### config.mk
export PLATFORM = sky130hd
export DESIGN_NAME = rgb_pixel_packer
export DESIGN_NICKNAME = d
export VERILOG_FILES = /design/src/rtl/rgb_pixel_packer.sv
export SDC_FILE = /design/constraint.sdc
export NUM_CORES = 1
export LEC_CHECK = 0
export ABC_AREA = 1
export CAP_MARGIN = 20
export CORE_ASPECT_RATIO = 1.75
export CORE_MARGIN = 2
export CORE_UTILIZATION = 49
export DETAILED_ROUTE_END_ITERATION = 10
export GPL_ROUTABILITY_DRIVEN = 0
export PLACE_DENSITY = 0.8
export SLEW_MARGIN = 20
export SYNTH_ARGS = -nofsm -noshare
export SYNTH_HDL_FRONTEND = slang
export SYNTH_SLANG_ARGS = --single-unit
### constraint.sdc
create_clock -name clk -period 1.75 [get_ports clk]
set_clock_uncertainty 0.1 [all_clocks]
set_input_delay 0.35 -clock clk [delete_from_list [all_inputs] [get_ports clk]]
set_output_delay 0.35 -clock clk [all_outputs]
set_load 0.02 [all_outputs]
### src/rtl/rgb_pixel_packer.sv
`default_nettype none
// ============================================================================
// Module   : rgb_pixel_packer
// Purpose  : Serialises one 12-bit RGB444 pixel per handshake into three
//            consecutive 4-bit writes (R, G, B) with a write strobe, and tracks
//            the raster position so the downstream averaging stage stays
//            frame-aligned.
// Revision : 1.0 - initial release
// ----------------------------------------------------------------------------
// Parameters:
//   WIDTH      pixels per row  (1..511)
//   HEIGHT     rows per frame  (1..511)
// Ports:
//   clk        in   rising-edge clock
//   reset      in   synchronous, active-high reset
//   pix_valid  in   upstream pixel available
//   pix_rgb    in   [11:0] pixel, R=[11:8] G=[7:4] B=[3:0]
//   pix_ready  out  pixel can be accepted this cycle (combinational)
//   hold       in   downstream stall, freezes the serialiser
//   wr_en      out  data_out valid this cycle
//   data_out   out  [3:0] current nibble
//   col, row   out  [8:0] position of the pixel being serialised
//   frame_done out  one-cycle pulse after the last B nibble of a frame
//   checksum   out  [15:0] per-frame nibble sum (only with PACKER_CHECKSUM_EN)
// Build option:
//   PACKER_CHECKSUM_EN  adds the checksum port and its accumulator
// ============================================================================
module rgb_pixel_packer #(
   parameter int WIDTH  = 400,
   parameter int HEIGHT = 300
) (
   input  logic        clk,
   input  logic        reset,
   input  logic        pix_valid,
   input  logic [11:0] pix_rgb,
   output logic        pix_ready,
   input  logic        hold,
   output logic        wr_en,
   output logic [3:0]  data_out,
   output logic [8:0]  col,
   output logic [8:0]  row,
   output logic        frame_done
`ifdef PACKER_CHECKSUM_EN
   ,
   output logic [15:0] checksum
`endif
);

   localparam logic [8:0] c_LAST_COL = 9'(WIDTH - 1);
   localparam logic [8:0] c_LAST_ROW = 9'(HEIGHT - 1);

   typedef enum logic [1:0] {
      ST_IDLE   = 2'd0,
      ST_SEND_R = 2'd1,
      ST_SEND_G = 2'd2,
      ST_SEND_B = 2'd3
   } state_t;

   state_t      r_state;
   state_t      w_state_nxt;
   // The R nibble is loaded straight into data_out on the accept edge, so
   // only G and B need to be kept for the following two cycles.
   logic [7:0]  r_gb;
   logic [3:0]  r_data;
   logic [3:0]  w_data_nxt;
   logic [8:0]  r_col;
   logic [8:0]  r_row;
   logic [8:0]  w_col_nxt;
   logic [8:0]  w_row_nxt;
   logic        r_frame_done;
   logic        w_wrap_frame;
   logic        w_accept;
   logic        w_advance;

   assign pix_ready = !hold && !reset &&
                      ((r_state == ST_IDLE) || (r_state == ST_SEND_B));
   assign w_accept  = pix_valid && pix_ready;
   assign w_advance = (r_state == ST_SEND_B) && !hold;

   // wr_en follows the registered state; a stall masks it without
   // disturbing the pending nibble.
   assign wr_en      = (r_state != ST_IDLE) && !hold;
   assign data_out   = r_data;
   assign col        = r_col;
   assign row        = r_row;
   assign frame_done = r_frame_done && !hold;

   // Next state and next nibble
   always_comb begin
      w_state_nxt = r_state;
      w_data_nxt  = r_data;
      if (!hold) begin
         case (r_state)
            ST_IDLE: begin
               if (w_accept) begin
                  w_state_nxt = ST_SEND_R;
                  w_data_nxt  = pix_rgb[11:8];
               end
            end
            ST_SEND_R: begin
               w_state_nxt = ST_SEND_G;
               w_data_nxt  = r_gb[7:4];
            end
            ST_SEND_G: begin
               w_state_nxt = ST_SEND_B;
               w_data_nxt  = r_gb[3:0];
            end
            ST_SEND_B: begin
               if (w_accept) begin
                  w_state_nxt = ST_SEND_R;
                  w_data_nxt  = pix_rgb[11:8];
               end else begin
                  w_state_nxt = ST_IDLE;
               end
            end
            default: w_state_nxt = ST_IDLE;
         endcase
      end
   end

   // Raster position: advances once per pixel, on its B nibble
   always_comb begin
      w_col_nxt    = r_col;
      w_row_nxt    = r_row;
      w_wrap_frame = 1'b0;
      if (w_advance) begin
         if (r_col == c_LAST_COL) begin
            w_col_nxt = 9'd0;
            if (r_row == c_LAST_ROW) begin
               w_row_nxt    = 9'd0;
               w_wrap_frame = 1'b1;
            end else begin
               w_row_nxt = r_row + 9'd1;
            end
         end else begin
            w_col_nxt = r_col + 9'd1;
         end
      end
   end

   always_ff @(posedge clk) begin
      if (reset) begin
         r_state      <= ST_IDLE;
         r_gb         <= 8'd0;
         r_data       <= 4'd0;
         r_col        <= 9'd0;
         r_row        <= 9'd0;
         r_frame_done <= 1'b0;
      end else begin
         r_state <= w_state_nxt;
         r_data  <= w_data_nxt;
         r_col   <= w_col_nxt;
         r_row   <= w_row_nxt;
         if (w_accept) begin
            r_gb <= pix_rgb[7:0];
         end
         // A pulse raised just before a stall is kept pending and shown
         // once the stall releases, so it is never lost.
         if (!hold) begin
            r_frame_done <= w_wrap_frame;
         end
      end
   end

`ifdef PACKER_CHECKSUM_EN
   logic [15:0] r_acc;
   logic [15:0] r_checksum;
   logic [15:0] w_acc_sum;

   assign w_acc_sum = wr_en ? (r_acc + {12'd0, r_data}) : r_acc;
   assign checksum  = r_checksum;

   // The frame's last nibble is written on the wrap cycle, so the completed
   // sum lands in checksum at the same edge that raises frame_done.
   always_ff @(posedge clk) begin
      if (reset) begin
         r_acc      <= 16'd0;
         r_checksum <= 16'd0;
      end else if (w_wrap_frame) begin
         r_acc      <= 16'd0;
         r_checksum <= w_acc_sum;
      end else begin
         r_acc <= w_acc_sum;
      end
   end
`endif

endmodule
`default_nettype wire

==> metrics.cfg <==
[worst_setup_path]
cp-endpoint=pix_ready
crit_chain=inv_2 > ha_4 > nor3_4 > buf_6
r2r-end=data_out[0]
path_depth=4
worstPathMaxFanout=2
cp.required_ps=1300
worstPathArrival_ps=1310
worstRegToRegCells=10
cpMaxStageDelayCell=dfxtp_2
crit_type=reg -> out
cp_top_family=flip-flops
cpPeakStageDelay_ps=330
timing.rr.start=r_state[1]
startpoint=r_state[1]
path_buf_inv=2
end_kind=output port
r2r_setup_slack_ps=100
start_kind=flop

[routing]
final_antenna_net_count=0
vias=1916
drc_errors=0
post_drt_wl_per_cell_um=12.43
drt-initial-drc-count=56
dr.pass1.iters=5
wl_mm=4.624
via_per_inst=5.151

[cts]
clk_pin_slew_ps=70
cts_tree=done
clk_latency_ps=290
htree_levels=2
root_buffer=clkbuf_8
cts_buffers=5
clkSinkCount=33
max-clock-path-buffers=2

[grt]
grtUsageTotal=0.2336
grt_pass1_wl_mm=7.610
antenna_found_initial=0
overflow=0
first_global_vias=1806
grt_max_degree=17

[min_path]
holdCritPathClass=reg -> reg

[placement]
dp.cells=360
postPlaceCellArea_sq_um=2356
preCtsSetupSlack_ps=-407.5
dpl.hpwl_mm=3.297
portBuffers=40

[power]
power_density_nw_per_um2=889.7
p_comb_frac=0.301
p_int_mw=1.591
swShare=0.3044
ir_drop_v=0.0009391
netSwitchingPower_mw=0.6962
seqPwrFrac=0.368
clock_power_share=0.331
leakagePower_nw=1.156

[timing]
relSlewSlack=0.8132
period_share=1.004
rsz0062_at_grt=true
min_period_ps=1757
fmax_ghz=0.5692
slew_violations=0
tightestPinTransition_ps=277.2
hold_viol=0
setup_ws_ps=-6.824
finalSetupViolCount=1

[finish]
instances_no_fill=372
final_area_sq_um=2571
syn_to_final_growth_pct=46.37
drive_above_1_share=0.1988
fin_util=0.7566
nNetsFinal=348
antenna_cells=0

[run_status]
status=complete, but fails checks
violations=setup timing

[synthesis]
ys_ff_latch=33
synth_area_per_cell_sq_um=6.862
yosysUniqueCellTypes=29
synth_nets=278
yosys_warnings=0
syn_inst=256
yosysSeqAreaShare=0.3761
ys_dominant_reg_cell=dfxtp_1
synth-edff-count=0
synthArstFlopShare=0
synth_area_sq_um=1757

[floorplanning]
initial_core_util=0.5169
die_h_um=83.21
core_sq_um=3398
rows=28
die_x_um=49.26
die-area_sq_um=4099
pin_count=41

[job]
cap_violations=0

[metal layers]
layer | share of wire | vias up | global-route usage
met5 | 0 | - | 0
met4 | 0.043 | 0 | 0.1351
met3 | 0.038 | 16 | 0.03597
met2 | 0.56 | 70 | 0.4509
met1 | 0.36 | 879 | 0.2197
li1 | - | 951 | -
[registers in the layout, indices dropped and copies added, names as in the netlist]
signal	count
data_out	4
r_gb	8
r_frame_done	1
r_state	2
col	9
row	9
[how the worst min path moves through the flow]
| stage | from | slack, ps | cells past startpoint | endpoint |
|---|---|---|---|---|
| after floorplan | r_gb[0] | 320 | 2 | r_gb[0] |
| after global placement | r_gb[4] | 330 | 2 | r_gb[4] |
| after detailed placement | r_gb[4] | 340 | 2 | r_gb[4] |
| after CTS | r_gb[4] | 350 | 2 | r_gb[4] |
| after global routing | r_gb[7] | 370 | 2 | r_gb[7] |
| final | r_gb[4] | 350 | 2 | r_gb[4] |
[power groups by stage]
stage	clock, mW	sequential, mW	combinational (mW)
3_5_place_dp	0	0.854	0.591
4_1_cts	0.765	0.837	0.625
5_1_grt	0.795	0.849	0.747
2_1_floorplan	0	0.889	0.277
3_3_place_gp	0	0.849	0.582
6_report	0.757	0.841	0.689
[stage by stage]
step                TNS [ps]  hold WS [ps]  total power [mW]
floorplan                  0         324.3             1.166
global placement       -7456         333.4             1.432
detailed placement     -8486         339.2             1.446
CTS                        0         349.4             2.227
global route          -64.90         374.4             2.391
finish                -6.824         348.8             2.288
[worst register-to-register path, cell delays in order (launching register included)]
cell and delay (ps):
dfxtp_2 330, inv_2 50, ha_4 250, buf_4 140, inv_1 190, nand2_1 80, o21ai_0 130, nand2_1 80
o21ai_0 90, nor2_1 70, nor2_1 80
[layout make-up]
cell class              count  area (sq um)
inverters                  38         146.4
well taps                  45         56.30
clock inverters             2         37.54
repair buffers             68         624.3
clock buffers               6         82.58
flip-flops and latches     33         663.1
fillers                   260         827.0
multi-input cells         180         960.9
[cells in the mapped netlist (all sizes together) (3+ instances only)]
| library cell | instances | share of area |
|---|---|---|
| xor2 | 3 | 0.015 |
| buf | 4 | 0.022 |
| ha | 6 | 0.043 |
| nand4 | 5 | 0.018 |
| dfxtp | 33 | 0.38 |
| nor3 | 5 | 0.017 |
| nand2 | 48 | 0.11 |
| a21oi | 14 | 0.042 |
| o21ai | 27 | 0.081 |
| nand3 | 17 | 0.051 |
| nor2 | 51 | 0.12 |
| inv | 37 | 0.080 |
[what timing repair did]
action / CTS / global route
hold endpoints to repair: 0 / 0
endpoints found under the setup margin: 18 / 33
resized for setup: 29 / 16
hold buffers: 0 / 0
pin swaps: 2 / 3
cloned: 0 / 1
setup buffers: 0 / 3
[layout by cell type (no fill, tap or decap), drive strengths merged]
cell / count
clkdlybuf4s50: 23
clkbuf: 7
nand3b: 1
a21oi: 14
clkinv: 1
nor3b: 1
dfxtp: 33
clkinvlp: 1
xnor2: 1
o21a: 1
dlygate4sd2: 11
nor2: 51
dlymetal6s2s: 3
nand3: 17
inv: 37
bufinv: 1
nand4: 5
o21ai: 27
nand2: 48
nor3: 5
xor2: 3
buf: 30
ha: 6
[kinds of logic (layout without fill, tap and decap cells)]
kind of cell / count (synthesis) / after routing / synth area share
flip-flops: 33 / 33 / 0.3761
XOR/XNOR: 4 / 4 / 0.01995
AO/OA/AOI/OAI: 42 / 42 / 0.1275
AND/OR/NAND/NOR: 128 / 128 / 0.3262
adder cells (fa/ha/maj): 6 / 6 / 0.04273
buffers and inverters: 43 / 114 / 0.1075
No activity file was read; power rests on OpenSTA's default activity.
==> variant (same flow settings) <==
Add a define of `PACKER_CHECKSUM_EN`.
--- a/src/rtl/rgb_pixel_packer.sv
+++ b/src/rtl/rgb_pixel_packer.sv
@@ -27,2 +27,4 @@
 // ============================================================================
+`define PACKER_CHECKSUM_EN
+
 module rgb_pixel_packer #(
Check against the original RTL (old outputs only; new: checksum): equivalent (Yosys induction, for registers that start in step).
==> variant against the original RTL <==
The flow still finishes with violations (negative setup slack). Area after synthesis grew 94%. Setup slack worse by 0.0068 ns. Total power up 87%. Wire length up 100%. Combinational power up 34%. Cell area grew 88%. First-iteration DRC count rose to 4.1 times the old value. Sequential cell count increased by 32. Critical endpoint is now checksum[8]$_SDFFE_PP0P_. Largest cell class unchanged. Largest power group is now clock.
==> variant: results (changes against the original RTL) <==
drt:
  wire_per_inst_um: 13.7  # +10%
  wl_um: 9250  # +100%
  drt-initial-drc-count: 229  # +310%
  dr.pass1.iters: 4  # -1
  viasPerCell: 5.26  # +2.1%
sta:
  setup_viol: 1  # unchanged
  setup_ws_ns: -0.0136  # -0.00682 ns
  tightest_slew_ns: 0.448  # +0.171 ns
  setup_tns_ns: -0.0136  # -0.00682 ns
  hold_ws_ns: 0.347  # -0.00215 ns
global_routing:
  grtUsageTotal: 0.244  # +0.0100
  grt_start_max_net_pins: 18  # +1
  grt_pass1_vias: 3371  # +87%
  grt_pass1_wl_um: 14300  # +88%
  antenna_found_initial: 0  # unchanged
placed_design:
  pre_cts_slack_ns: -0.479  # -0.0713 ns
  portBuffers: 56  # +40%
  hpwlAfterDp_um: 6450  # +96%
  dpl.cell_count: 653  # +81%
  place_area_mm2: 0.00432  # +83%
synth:
  ys_async_sr_fraction: 0  # unchanged
  synth_area_leaders: "dfxtp_1 38%, nand2_1 14%, nand3_1 7.6%, inv_1 6.0%, nor2_1 5.5%"
  postSynthCellCount: 489  # +91%
  yosys-top-cells-count: "126 x nand2_1, 65 x dfxtp_1, 55 x inv_1"
  synth_fp_nets: 516  # +86%
  ys_types: 37  # +28%
  synth.yosys.seq_area_share: 0.381  # +0.00502
layout:
  fillCellCount: 534  # +110%
  nets: 613  # +76%
  layout-drive-gt1-share: 0.212  # +0.0131
power_and_ir_drop:
  power.leakage_nw: 2.27  # +96%
  ir_drop_mv: 0.654  # -30%
hold_path:
  min_path_cells: 2  # unchanged
  min_path_type: "reg -> reg"
  hp-start: "r_gb[0]$_SDFFE_PP0P_"
  min_to: "r_gb[0]$_SDFFE_PP0P_"
setup_path:
  arrival_ns: 1.89  # +0.58 ns
  cp_max_fo: 5  # +3
  timing.rr.start: "r_acc[0]$_SDFF_PP0_"
  rr_endpoint: "checksum[8]$_SDFFE_PP0P_"
  max_stage_delay_ns: 0.35  # +0.02 ns
  crit_family: "simple AND/OR/NAND/NOR gates"
outcome:
  status: "finished, violations left"
  violations: "negative setup slack"
cts:
  cts_root_buffer: "clkbuf_16"
  clkTransAtPathRegs_ns: 0.05  # -0.02 ns
  numCtsBuffers: 9  # +4
  clk_latency_ns: 0.33  # +0.04 ns
  htreeDepth: 3  # +1
variant: cell families (layout without fill, tap and decap cells):
logic type / count (synthesis) / in the layout / synth area share
mux: 2 / 2 / 0.00586
fa+ha+maj: 11 / 11 / 0.0425
xor+xnor: 9 / 9 / 0.0231
flops: 65 / 65 / 0.381
compound gates: 60 / 60 / 0.0912
simple gates: 271 / 271 / 0.369
buf+inv: 71 / 172 / 0.0876
variant: how the worst max path moves through the flow:
stage                     slack (ns)                     start                         to  cells past startpoint
after detailed placement       -0.48                      hold                  pix_ready                      3
after floorplan                0.003   r_state[0]$_SDFFE_PP0P_       r_gb[4]$_SDFFE_PP0P_                      7
after CTS                      0.003  data_out[0]$_SDFFE_PP0P_  checksum[10]$_SDFFE_PP0P_                      9
final                          -0.01       r_acc[0]$_SDFF_PP0_   checksum[8]$_SDFFE_PP0P_                     10
after global routing           -0.08  data_out[0]$_SDFFE_PP0P_   checksum[2]$_SDFFE_PP0P_                      7
after global placement         -0.44                      hold                  pix_ready                      3
variant: area by class of cell:
type | instances | share of cell area
clock inverter | 6 | 0.0124
tap | 84 | 0.0217
timing repair buffer | 95 | 0.183
multi-input combinational | 353 | 0.418
inverter | 62 | 0.0488
sequential | 65 | 0.270
clock buffer | 9 | 0.0465
variant: timing repair:
item,4_1_cts,5_1_grt
pin swaps,6,13
setup endpoints to repair,48,55
buffers inserted,1,5
resized for setup,53,42
variant: layer usage:
layer / up-vias / GRT usage / part of all wire
met4: 0 / 0.136 / 0.032
li1: 1765 / - / -
met1: 1653 / 0.239 / 0.38
met5: - / 0 / 0
met3: 29 / 0.0649 / 0.041
met2: 97 / 0.442 / 0.55
variant: metrics by stage:
stage	power, mW	utilization
finish	4.28	0.711
global route	4.43	0.711
CTS	4.17	0.683
detailed placement	2.41	0.635
global placement	2.38	0.635
floorplan	2.08	-
variant: power by group:
group	switching (mW)	internal, mW	total [mW]
clock network	0.660	1.08	1.74
logic	0.502	0.419	0.921
registers	0.0585	1.55	1.61
total	1.22	3.06	4.28
variant: worst reg2reg max path, stage by stage, from the launching register on:
cell and delay [ns]:
dfxtp_2 0.35, ha_4 0.15, fa_2 0.24, nand3_4 0.10, buf_6 0.13, a21oi_4 0.21, nand2_1 0.10, nand2_2 0.11
nand2_2 0.06, nand2_2 0.06, nand2_1 0.05
